===== config.mk =====
export PLATFORM = sky130hd
export DESIGN_NAME = ysyx_23060203_raw_scb
export DESIGN_NICKNAME = d
export VERILOG_FILES = /design/src/rtl/ysyx_23060203_raw_scb.sv
export SDC_FILE = /design/constraint.sdc
export NUM_CORES = 1
export LEC_CHECK = 0
export BUFFER_PORTS_ARGS = -buffer_cell sky130_fd_sc_hd__buf_4
export CORE_MARGIN = 2
export CORE_UTILIZATION = 55
export CTS_BUF_LIST = sky130_fd_sc_hd__clkbuf_4 sky130_fd_sc_hd__clkbuf_8 sky130_fd_sc_hd__clkbuf_16
export CTS_CLUSTER_SIZE = 20
export DETAILED_ROUTE_END_ITERATION = 12
export PLACE_DENSITY = 0.72
export RECOVER_POWER = 100
export SYNTH_ARGS = -nofsm -noshare
export SYNTH_HDL_FRONTEND = slang
export SYNTH_SLANG_ARGS = --single-unit
export TNS_END_PERCENT = 1

===== constraint.sdc =====
create_clock -name clock -period 10.8 [get_ports clock]
set_input_delay 0.54 -clock clock [delete_from_list [all_inputs] [get_ports clock]]
set_output_delay 0.54 -clock clock [all_outputs]
set_load 0.005 [all_outputs]

===== src/rtl/ysyx_23060203_raw_scb.sv =====
// Read-after-write scoreboard: per-register pending-write counters that stall
// issue while a source or a saturated destination still has writes in flight.
module ysyx_23060203_raw_scb #(
   parameter int unsigned AW        = 5,
   parameter int unsigned CNT_W     = 2,
   parameter int unsigned NWB       = 2,
   parameter int unsigned WB_BYPASS = 1
) (
   input  logic                  clock,
   input  logic                  reset,
   input  logic                  flush,
   input  logic                  iss_valid,
   output logic                  iss_ready,
   input  logic [AW-1:0]         iss_rd,
   input  logic [AW-1:0]         iss_rs1,
   input  logic [AW-1:0]         iss_rs2,
   input  logic                  iss_rs1_en,
   input  logic                  iss_rs2_en,
   input  logic [NWB-1:0]        wb_valid,
   input  logic [NWB*AW-1:0]     wb_rd,
   output logic                  busy_rs1,
   output logic                  busy_rs2,
   output logic                  idle,
   output logic [AW+CNT_W-1:0]   inflight,
   output logic                  err
);

   localparam int unsigned NREG = 1 << AW;
   localparam int unsigned HW   = $clog2(NWB + 1);
   localparam int unsigned SW   = CNT_W + HW + 1;
   localparam int unsigned IW   = AW + CNT_W;
   localparam logic [CNT_W-1:0] CNT_MAX = '1;

   logic [CNT_W-1:0] cnt_q [NREG];
   logic [CNT_W-1:0] cnt_d [NREG];
   logic [HW-1:0]    hits  [NREG];
   logic [SW-1:0]    sum;
   logic [IW-1:0]    inflight_q;
   logic [IW-1:0]    inflight_d;
   logic             err_q;
   logic             err_d;
   logic             rd_full;
   logic             accept;

   // Number of valid writeback ports targeting each register this cycle
   always_comb begin
      for (int r = 0; r < NREG; r++) hits[r] = '0;
      for (int k = 0; k < NWB; k++) begin
         if (wb_valid[k] && (wb_rd[k*AW +: AW] != '0)) begin
            hits[wb_rd[k*AW +: AW]] = hits[wb_rd[k*AW +: AW]] + HW'(1);
         end
      end
   end

   // Source hazards; with bypass a same-cycle writeback retires the pending write early
   always_comb begin
      busy_rs1 = 1'b0;
      busy_rs2 = 1'b0;
      if (iss_rs1 != '0) begin
         busy_rs1 = (WB_BYPASS != 0) ? (SW'(cnt_q[iss_rs1]) > SW'(hits[iss_rs1]))
                                     : (cnt_q[iss_rs1] != '0);
      end
      if (iss_rs2 != '0) begin
         busy_rs2 = (WB_BYPASS != 0) ? (SW'(cnt_q[iss_rs2]) > SW'(hits[iss_rs2]))
                                     : (cnt_q[iss_rs2] != '0);
      end
   end

   assign rd_full   = (iss_rd != '0) && (cnt_q[iss_rd] == CNT_MAX);
   assign iss_ready = ~(iss_rs1_en & busy_rs1) & ~(iss_rs2_en & busy_rs2) & ~rd_full & ~flush;
   assign accept    = iss_valid & iss_ready;

   // Net per-register update: +1 for an accepted issue, -hits for writebacks, floored at 0
   always_comb begin
      err_d      = err_q;
      inflight_d = '0;
      sum        = '0;
      for (int r = 0; r < NREG; r++) cnt_d[r] = '0;
      if (!flush) begin
         for (int r = 1; r < NREG; r++) begin
            sum = SW'(cnt_q[r]) + SW'(accept && (iss_rd == AW'(r)));
            if (sum < SW'(hits[r])) begin
               cnt_d[r] = '0;
               err_d    = 1'b1;
            end else begin
               cnt_d[r] = CNT_W'(sum - SW'(hits[r]));
            end
         end
      end
      for (int r = 0; r < NREG; r++) inflight_d = inflight_d + IW'(cnt_d[r]);
   end

   always_ff @(posedge clock or negedge reset) begin
      if (!reset) begin
         for (int r = 0; r < NREG; r++) cnt_q[r] <= '0;
         inflight_q <= '0;
         err_q      <= 1'b0;
      end else begin
         for (int r = 0; r < NREG; r++) cnt_q[r] <= cnt_d[r];
         inflight_q <= inflight_d;
         err_q      <= err_d;
      end
   end

   assign inflight = inflight_q;
   assign idle     = (inflight_q == '0);
   assign err      = err_q;

endmodule

# After elaboration in Yosys (flattened, before gate mapping)
# Memory sizes are Yosys's and may differ from the RTL's.
# Index checks and enable logic that the tools add are counted.
# word_totals
reg_bits,70
input_bits,33
output_inout_bits,12
mem_count,1
rom_bits,64
wordCells,352
# memory_table
name,depth,word_bits,read_ports,rd_ports_with_merged_regs,write_ports,line_no,source
(name not given),32,2,1,0,0,50,hits[wb_rd[k*AW +: AW]] = hits[wb_rd[k*AW +: AW]] + HW'(1);
# classes
n_bitwise,16
addsub,94
mux,92
magnitude_cmp,40
n_reduce_logical,44
eq_ne,32
# op_table
op,n
7-bit by 2-bit adder with 7-bit output,25
64-bit 2-to-1 mux,2
2-bit 2-to-1 mux,47
2-bit by 1-bit adder with 3-bit output,31
3-bit by 2-bit < comparator with 1-bit output,31
"5-bit equality test, second input constant",16
64-bit bitwise AND,1
64-bit bitwise mux,1
62-bit 2-to-1 mux,1
2-bit subtractor,31
2-bit binary-select mux with 5-bit select,6
"5-bit by 4-bit equality test with 1-bit output, second input constant",8
1-bit logical AND,36
1-bit 2-to-1 mux,33
31-bit nonzero test,1
"6-bit greater-or-equal comparator, second input constant",5
5-bit NOT with 6-bit output,5
5-bit nonzero test,5
2-bit demux with 5-bit select,2
"5-bit by 3-bit equality test with 1-bit output, second input constant",4
"6-bit by 1-bit < comparator with 1-bit output, second input constant",2
"5-bit by 2-bit equality test with 1-bit output, second input constant",2
6-bit by 2-bit adder with 7-bit output,1
7-bit logical NOT,1
other kinds (11),21

# Depth between registers and ports, before layout
# Gate-level depths: netlist of run 1.
# logic_depth
ltp_word,59
mapped_depth,44
ltp_nobuf,40

# Worst setup path after synthesis of run 1
# Ideal clock, no wire load.
# synth_path
path_kind,input -> register
start,in iss_rs1[0]
end,"reg inflight_q[5], in the netlist inflight[5]"
path_stages,35
required_ps,10720
setup_slack_ps,693
t_arrival_ps,10027
path_buffers,4
setup_time_ps,80
path_cell_list,clkbuf_1 > clkbuf_1 > buf_1 > mux4_2 > mux4_2 > mux2i_1 > ha_1 > inv_1 > a21oi_1 > a221oi_1 > a221o_1 > nor2_4 > a21boi_2 > buf_4 > and3_1 > ha_1 > inv_1 > fa_1 > o31a_1 > or3_1 > fa_1 > inv_1 > fa_1 > fa_1 > fa_1 > fa_1 > fa_1 > inv_1 > fa_1 > inv_1 > ha_1 > fa_1 > a21o_1 > a21oi_1 > xnor2_1
# synth_between
elab_chain_cells,47
elab_cells_between_ends,202
classes_between,add/sub (92); order compare (32); mux (39); bitwise (7); reduce/logical (32)
# synth_lines
element,line_no,source
start: declaration,15,"input logic [AW-1:0] iss_rs1,"
5-bit NOT with 6-bit output,-,
2-bit binary-select mux with 5-bit select (on tied branches),-,
2-bit 2-to-1 mux (on tied branches) (2 in series),-,
2-bit greater-than comparator,60,busy_rs1 = (WB_BYPASS != 0) ? (SW'(cnt_q[iss_rs1]) > SW'(hits[iss_rs1]))
1-bit 2-to-1 mux (*),59,if (iss_rs1 != '0) begin
via busy_rs1,21,"output logic busy_rs1,"
1-bit bitwise AND (*),70,assign iss_ready = ~(iss_rs1_en & busy_rs1) & ~(iss_rs2_en & busy_rs2) & ~rd_full & ~flush;
1-bit NOT (*),70,
[3 not listed],-,
via iss_ready,13,"output logic iss_ready,"
[6 not listed],-,
2-bit by 2-bit adder with 3-bit output,90,for (int r = 0; r < NREG; r++) inflight_d = inflight_d + IW'(cnt_d[r]);
3-bit by 2-bit adder with 4-bit output,90,
4-bit by 2-bit adder with 5-bit output,90,
5-bit by 2-bit adder with 6-bit output,90,
6-bit by 2-bit adder with 7-bit output,90,
7-bit by 2-bit adder with 7-bit output (24 in series),90,
7-bit by 2-bit adder with 7-bit output (*),90,
via inflight_d[5],39,logic [IW-1:0] inflight_d;
end signal: assignment,100,inflight_q <= inflight_d;
end: declaration,38,logic [IW-1:0] inflight_q;
# Mark *: on every way through the listed nets, which the timed path passes. The rest lies on a longest branch. The select of a mux whose other input is x is not followed.
# A chain may end at the register's enable or synchronous reset.

==> results.md, run 1 <==
- Crit path top cell by count: fa_1
- Total Routed Length: 38800 microns
- Synth top area share: 16.0%
- Die Wd: 145 microns
- FMAX: about 96 MHz
- Starting DRT DRC Count: about 950
- H-tree depth: 3
- Sequential element share of the synthesized area: between 10% and 20%
- Yosys top cell by area: fa_1
- TritonRoute pass-1 iters: 7
- Reg-to-reg endpoint: inflight[5]
- Yosys warns: 0
- Area of the multi-input gates: ~0.0082 sq mm
- Vias: just over 10000
- Die area: approximately 0.021 sq mm
- First-pass GRT wire length: 60200 microns
- Unrepaired setup endpoints after global routing: no
- DP Wirelength: 30900 microns
- Final Hold Viols: 0
- Critical Path Max Stage Delay: about 600 ps
- Routed met1 length: 14600 microns
- IO Count: between 40 and 50
- Required time worst endpoint: between 10000 and 15000 ps
- Crit path DAT: ~11000 ps
- Final Max Slew Viols: between 70 and 80
- Crit end category: register
- FP Rows: 51
- Dpl ws: -110 ps
- Synth Flop Type: dfrtp_1
- DRC violation count after routing: 0
- Fraction of registers with async set/reset: 100%
- Clk Tree Root Cell: clkbuf_16
- Cell Count, Final, Fillers Out: 1554
- Latest clock arrival within the worst-skew pair: 340 ps
- Net count after synthesis: between 1000 and 1500
- Flop-to-flop setup slack: around 840 ps
- Number of synthesized register bits: 70
- Placed cells: 1537
- Critical R2R Launch: cnt_q[29]
- Buffers on Ports: 44
- Longest Clk Path Bufs: 2
- Outcome: finished with violations
- Worst reg-to-reg path cell count: 32
- Min Tclk post-route: 10440 ps
- CTS sink cnt: 70
- Least-Margin Pin Slew: just over 4000 ps
- End of the critical path: inflight[5]
- Resize count post-CTS: 0
- Count of maximum capacitance violations: 1
- Gate Count Post-Synth: ~1200
- Top-count cell post-synth: inv_1
- P&R area growth vs syn: 10.7%
- Post-CTS Setup Repair Bufs: 0
- Layout fillers: 1689
- Grt total ovfl: 0
- Routability cong.: roughly 1
- Share of cells above drive strength 1: approximately 15%
- CTS Hold Bufs: 0
- Setup tns final: 0 ps
- CP Launch Type: input port
- Routed wl met3: between 4000 and 5000 microns
- Max-slew headroom: -177%
- Clock slew at reported path FFs: approximately 60 ps
- Period utilisation layout: 96.6%
- Library cells used by synthesis: 73
- Post-DR vias/cell: roughly 6.6
- DR WL/cell: approximately 25 microns
- Number of global-route vias before repair: between 10000 and 15000
- Chip Height: between 100 and 150 microns
- Highest routed layer: met4
- Sequential cell area: 0.00175 sq mm
- WL met2: 17300 microns
- Worst min path class: reg -> reg
- P_leak: 0.00562 uW
- CTS tree: done
- Diode count: 0
- NumNets Final: 1512
- Crit-path max FO: 13
- Synth Cell Area: around 0.011 sq mm
- Clock buffer count from CTS: 9
- CP max stage cell: or3b_2
- Avg Cell Area, Syn: between 8 and 9 sq um
- CORE AREA: 0.0195 sq mm
- CP startpoint: wb_rd[6]
- Synth area leaders: fa_1, dfrtp_1, ha_1
- # setup viols final: 0
- Number of synthesized flops with an enable pin: 0
- Initial core utilization: a little under three fifths
- Failing checks: capacitance limit, slew limit
- Detail Route Antenna Nets: 0
- Setup ws final: ~360 ps
- Total track usage: a little under two fifths
- Skew final: roughly 9.8 ps
- Post-synth top cells: inv_1, ha_1, nor2_1
- Initial antenna violation count: 0
- Max VDD drop: a little over 0.00008 V
- WS Path Type: in -> reg
- Pwr/cell area: 70.5 mW/mm^2
- Largest net degree at the start of global routing: 71
power by group:
part	internal, uW	switching (uW)	leakage (uW)
Clock	208	126	0.000153
Sequential	270	6.97	0.000966
Combinational	96.5	151	0.00450
cell families after synthesis:
| kind of cell | after synthesis | synth area share (%) |
|---|---|---|
| XOR/XNOR | 47 | 3.75 |
| AND/OR/NAND/NOR | 408 | 19.5 |
| AO/OA/AOI/OAI | 184 | 11.9 |
| multiplexers | 60 | 11.0 |
| adder cells (fa/ha/maj) | 195 | 28.2 |
| flip-flops | 70 | 15.9 |
| buffers and inverters | 274 | 9.70 |
flip-flops by register name (all words and copies together) (netlist names):
name	cells
inflight	7
cnt_q	62
err	1
layer usage:
| metal | vias to the layer above | global-route usage [%] |
|---|---|---|
| li1 | 4389 | - |
| met1 | 4981 | 48.3 |
| met2 | 660 | 57.7 |
| met3 | 189 | 9.06 |
| met4 | 0 | 22.3 |
| met5 | - | 0 |
layout by cell type, fill, tap and decap left out, types with 14 or more instances in the layout:
cell        n
nand3_1    31
buf_4      90
xnor2_1    34
nor3_1     44
dfrtp_1    70
nand2_1    70
mux4_2     48
o21ai_0    32
and3_1     20
inv_1     200
nor3b_1    14
o211ai_1   16
nor2_1     97
or3_1      39
ha_1      107
nor4_1     14
fa_1       88
a21oi_1    21
o31a_1     26
how the worst min path moves through the flow:
stage / to / from / slack [ps] / cells past startpoint
floorplan: cnt_q[0] / reset / 240 / 0
global placement: err / err / 460 / 1
detailed placement: err / err / 500 / 1
CTS: inflight[1] / reset / 400 / 1
global route: err / err / 520 / 1
finish: err / err / 510 / 1
final cells by class:
cell class | instances | share of cell area, %
sequential | 70 | 14.4
clock buffer | 11 | 1.97
multi-input combinational | 895 | 67.6
clock inverter | 5 | 0.689
inverter | 201 | 6.20
timing repair buffer | 107 | 6.42
tap | 265 | 2.72
worst max-delay path: cells and delay by family:
family          cells  cell delay (ps)
xor+xnor            1              140
buf+inv             9              790
simple gates        7             2100
fa+ha+maj          12             4830
compound gates     10             2270
per-stage QoR:
| stage | power (uW) | hold slack [ps] | util (%) | area (sq um) |
|---|---|---|---|---|
| after floorplan | 424 | 244 | - | 11000 |
| after global placement | 517 | 461 | 60.5 | 11800 |
| after detailed placement | 517 | 497 | 60.5 | 11800 |
| after CTS | 851 | 398 | 62.2 | 12100 |
| after global routing | 891 | 524 | 62.3 | 12200 |
| final | 858 | 509 | 62.3 | 12200 |
Power figures use the tool's default switching activity.
==> inputs of run 2 (changes only) <==
==> constraint.sdc (replaced) <==
create_clock -name clock -period 10.8 [get_ports clock]
set_input_delay 2.7 -clock clock [delete_from_list [all_inputs] [get_ports clock]]
set_output_delay 2.7 -clock clock [all_outputs]
set_load 0.005 [all_outputs]
==> run 2 against run 1 <==
Compared with the run above:
- the run ends with capacitance limit, slew limit, setup timing left
- via count increased by 11%
- count of clock-buffer cells in the layout unchanged
- non-clock buffer count increased by 279
- critical path type unchanged
==> results.md, run 2 (same netlist as run 1, synthesis figures left out) <==
- Outcome: finished with violations
- Failing checks: capacitance limit, slew limit, setup timing
- NumNets Final: 1791
- Pwr Total: approximately 940 uW
- Min Tclk post-route: about 12000 ps
- FMAX: between 80 and 90 MHz
- Crit-path max FO: 7
- DR WL/cell: 24.1 microns
- Clock slew at reported path FFs: ~60 ps
- # setup viols final: 7
- Dpl cell area: 0.0139 sq mm
- Endpoint, Worst Hold: err
- Hold WS: about 470 ps
- Latest clock arrival within the worst-skew pair: 340 ps
- Buffers on Ports: 44
- Crit end category: register
- Pwr/cell area: roughly 64 mW/mm^2
- Final Max Slew Viols: 71
- Die area: ~0.021 sq mm
- Hold path depth: 1
- Longest Clk Path Bufs: 2
- Grt total ovfl: 0
- CP max stage cell: or4b_4
- Initial core utilization: a little under three fifths
- IO Count: between 40 and 50
- Total track usage: ~42%
- Final non-filler cell area: 0.0146 sq mm
- Post-DR vias/cell: approximately 6.2
- Vias: between 10000 and 15000
- Commonest non-fill, non-tap cell in the layout: buf_4
- Max VDD drop: around 0.000080 V
- Final Hold Viols: 0
- Max reg flops: between 60 and 70
- Biggest register: cnt_q
- Routability cong.: between 1 and 1.5
- Crit path top cell by count: fa_1
- Critical path's top delay family: adder cells
- Critical R2R Launch: cnt_q[9]
- Skew final: between 10 and 15 ps
- DRC violation count after routing: 0
- Period utilisation layout: 111%
- Diode count: 0
- P_leak: ~0.0071 uW
- Setup ws final: -1210 ps
- DP Wirelength: ~35000 microns
- Die Wd: around 150 microns
- Chip Height: 145 microns
- Critical path buffers and inverters: 6
- Initial antenna violation count: 0
- Starting DRT DRC Count: about 1200
- Crit path DAT: approximately 12000 ps
- Critical Path Max Stage Delay: about 660 ps
- CTS tree: done
- Unrepaired setup endpoints after global routing: yes
- Count of maximum capacitance violations: 1
- Worst min path class: reg -> reg
- Most frequent cells in the layout: buf_4, inv_1, ha_1, nor2_1, fa_1
- Clock buffer count from CTS: 9
- TritonRoute pass-1 iters: 5
- Share of cells above drive strength 1: between 30% and 40%
- FP Rows: between 50 and 60
- Layout fillers: between 1000 and 1500
- H-tree depth: 3
- Flop-to-flop setup slack: 1320 ps
- Clk Tree Root Cell: clkbuf_16
- Worst reg-to-reg path cell count: 32
- Max-slew headroom: -179%
- HP Start: err
- P&R area growth vs syn: 33.2%
- Largest net degree at the start of global routing: between 70 and 80
- CP Launch Type: input port
- Required time worst endpoint: approximately 11000 ps
- Detail Route Antenna Nets: 0
- WS Path Type: in -> reg
- Reg-to-reg endpoint: inflight[6]
- Total Routed Length: 44300 microns
- Number of global-route vias before repair: around 12000
- CTS sink cnt: 70
- Least-Margin Pin Slew: between 4000 and 5000 ps
- CORE AREA: approximately 0.02 sq mm
- First-pass GRT wire length: between 60000 and 70000 microns
==> run 2: worst max-delay path by stage <==
stage / cells after the start / startpoint / endpoint / slack [ps]
after floorplan: 37 / wb_rd[2] / inflight[6] / -870
after global routing: 37 / wb_rd[2] / inflight[6] / -1540
final: 36 / wb_rd[2] / inflight[6] / -1210
after global placement: 37 / wb_rd[5] / inflight[6] / -1440
after detailed placement: 38 / wb_rd[5] / inflight[6] / -1660
after CTS: 39 / wb_rd[6] / inflight[5] / -1150
==> run 2: per-stage QoR <==
| step | instances | TNS, ps | utilization, % | setup slack, ps |
|---|---|---|---|---|
| 6_report | 1833 | -6440 | 75.0 | -1210 |
| 3_3_place_gp | 1794 | -8180 | 71.2 | -1440 |
| 3_5_place_dp | 1794 | -9280 | 71.2 | -1660 |
| 5_1_grt | 1833 | -8470 | 75.0 | -1540 |
| 2_1_floorplan | 1238 | -3870 | - | -871 |
| 4_1_cts | 1831 | -5960 | 74.4 | -1150 |
==> run 2: power by group <==
part / internal [uW] / total [uW] / switching, uW
logic: 146 / 320 / 173
registers: 270 / 278 / 8.00
clock network: 215 / 341 / 126
total: 631 / 939 / 307
==> run 2: per-layer routing <==
layer / GRT usage [%] / routed length [microns]
met1: 50.7 / 15700
met2: 68.1 / 20400
met3: 10.1 / 4450
met4: 28.6 / 3700
met5: 0 / 0
==> run 2: area by class of cell <==
type | count | area (sq um) | area share, %
clock buffers | 11 | 253 | 1.73
repair buffers | 386 | 2970 | 20.2
clock inverters | 5 | 81.3 | 0.555
well taps | 265 | 332 | 2.26
multi-input cells | 895 | 8510 | 58.1
inverters | 201 | 754 | 5.15
flip-flops and latches | 70 | 1750 | 12.0
==> run 2: worst reg2reg max path, delay by kind of cell (launching register included) <==
kind | cells | cell delay, ps
flip-flops | 1 | 490
multiplexers | 3 | 1340
adder cells (fa/ha/maj) | 11 | 4640
buffers and inverters | 5 | 450
AND/OR/NAND/NOR | 5 | 870
AO/OA/AOI/OAI | 8 | 1590
==> run 2: what timing repair did <==
item	4_1_cts	5_1_grt
gates cloned	1	1
hold buffers	0	0
setup buffers	20	1
pin swaps	22	15
gates resized for setup	33	27
setup endpoints to repair	7	7
==> inputs of run 3 (changes only) <==
CORE_UTILIZATION = 35   (was 55)
PLACE_DENSITY = not set   (was 0.72)
==> run 3 against run 2 <==
Compared with the run above:
- the run still ends with capacitance limit, slew limit, setup timing left
- clock power fell by 14%
- maximum frequency is 0.20% lower
- flip-flop and latch count unchanged
- critical endpoint is now inflight[5]
- highest routed layer unchanged
==> results.md, run 3 (same netlist as run 1, synthesis figures left out) <==
- Critical Path Max Stage Delay: ~640 ps
- Worst min path class: reg -> reg
- Chip Height: around 180 microns
- Total track usage: a little over a quarter
- Unrepaired setup endpoints after global routing: yes
- H-tree depth: 3
- Commonest non-fill, non-tap cell in the layout: buf_4
- Crit end category: register
- Setup tns final: -6230 ps
- Sequential Power Share: between 30% and 40%
- Initial core utilization: ~36%
- Min Tclk post-route: between 10000 and 15000 ps
- Detail Route Antenna Nets: 0
- Comb pwr share: 35.9%
- Critical R2R Launch: cnt_q[9]
- Dpl ws: -1690 ps
- Post-DR vias/cell: 5.54
- Crit-path max FO: 7
- Critical path's top delay family: adder cells
- Period utilisation layout: 111%
- Routability cong.: 0.989
- Skew final: about 12 ps
- DR WL/cell: 21.7 microns
- Critical path buffers and inverters: 6
- Grt total ovfl: 0
- Starting DRT DRC Count: ~930
- FMAX: around 83 MHz
- Diode count: 0
- Setup ws final: -1230 ps
- CTS Hold Bufs: 0
- End of the critical path: inflight[5]
- First-pass GRT wire length: 66500 microns
- Biggest register: cnt_q
- Required time worst endpoint: 11060 ps
- Buffers on Ports: 44
- P&R area growth vs syn: 37.7%
- Max VDD drop: 0.0000694 V
- Final Max Slew Viols: 56
- IO Count: 45
- Least-Margin Pin Slew: approximately 3500 ps
- Initial antenna violation count: 0
- FP Rows: between 60 and 70
- Clock slew at reported path FFs: ~60 ps
- Internal Power: just under 600 uW
- P_leak: 0.00716 uW
- DP Wirelength: 35900 microns
- Total Routed Length: approximately 43000 microns
- Worst reg-to-reg path cell count: 31
- Max-slew headroom: -133%
- Clock power frac: about a third
- Crit path DAT: about 12000 ps
- CP max stage cell: or4b_4
- CP startpoint: wb_rd[7]
- # setup viols final: 7
- Area of the multi-input gates: between 0.008 and 0.009 sq mm
- NumNets Final: 1816
- Count of maximum capacitance violations: 1
- Layout fillers: roughly 2900
- Failing checks: capacitance limit, slew limit, setup timing
- Final Hold Viols: 0
- Pwr/cell area: 58.9 mW/mm^2
- Latest clock arrival within the worst-skew pair: between 300 and 400 ps
- Crit path top cell by count: fa_1
- Finished Core Util: roughly half
- Most frequent cells in the layout: buf_4, inv_1, ha_1, nor2_1, fa_1
- Largest net degree at the start of global routing: between 60 and 70
- Flop-to-flop setup slack: 1330 ps
- Sequential cell area: 0.00175 sq mm
- DRC violation count after routing: 0
- Vias: 11016
- Share of cells above drive strength 1: between 30 and 40%
- Max reg flops: 62
- Die area: roughly 0.033 sq mm
- Crit path depth: 35
- Total net switching power: 303 uW
- Sw frac: approximately 34%
- CTS tree: done
- WS Path Type: in -> reg
- Reg-to-reg endpoint: inflight[5]
- TritonRoute pass-1 iters: 5
- CP Launch Type: input port
- Clk Tree Root Cell: clkbuf_16
- CORE AREA: about 0.03 sq mm
- Die Wd: 181 microns
- Outcome: finished with violations
- Number of global-route vias before repair: between 10000 and 15000
- CTS sink cnt: 70
- Longest Clk Path Bufs: 2
- Clock buffer count from CTS: 9
run 3: how the worst min path moves through the flow:
stage / start / endpoint / slack, ps / cells after the start
after floorplan: err / err / 470 / 1
after global placement: err / err / 500 / 1
after detailed placement: err / err / 490 / 1
after CTS: err / err / 520 / 1
after global routing: err / err / 520 / 1
final: err / err / 510 / 1
run 3: cell type report:
| type | count | area share [%] |
|---|---|---|
| flip-flops and latches | 70 | 11.6 |
| well taps | 396 | 3.27 |
| clock buffers | 11 | 1.67 |
| clock inverters | 5 | 0.223 |
| multi-input cells | 896 | 57.3 |
| repair buffers | 410 | 21.0 |
| inverters | 201 | 4.99 |
run 3: routing by layer:
layer,up-vias,share of wire [%],global-route usage [%]
met5,-,0,0
met4,0,4.4,11.0
met3,118,7.3,4.60
met2,487,47,44.0
met1,5420,41,34.6
li1,4991,-,-
run 3: metrics by stage:
step / power, uW / instances / hold WS [ps] / area [sq um]
after global routing: 930 / 1989 / 525 / 15100
final: 892 / 1989 / 506 / 15100
after detailed placement: 576 / 1963 / 491 / 14400
after floorplan: 427 / 1238 / 468 / 11100
after CTS: 884 / 1988 / 517 / 15000
after global placement: 576 / 1963 / 500 / 14400
run 3: power groups by stage:
stage,combinational [uW],clock [uW],sequential (uW)
global placement,294,0,282
global route,345,307,279
detailed placement,294,0,282
finish,320,294,278
floorplan,147,0,280
CTS,310,297,277
run 3: timing repair:
action,4_1_cts,5_1_grt
resized for setup,48,42
cloned,2,0
setup endpoints to repair,7,7
pin swaps,24,38
buffers inserted,7,2
run 3: worst register-to-register path, delay by kind of cell, from the launching register on:
family	cells	cell delay, ps
AOI/OAI and AO/OA	6	1250
muxes	3	1300
xor gates and xnor gates	2	270
adders and majority gates	12	4990
DFF	1	470
buffers and inverters	5	330
and+or+nand+nor	3	770
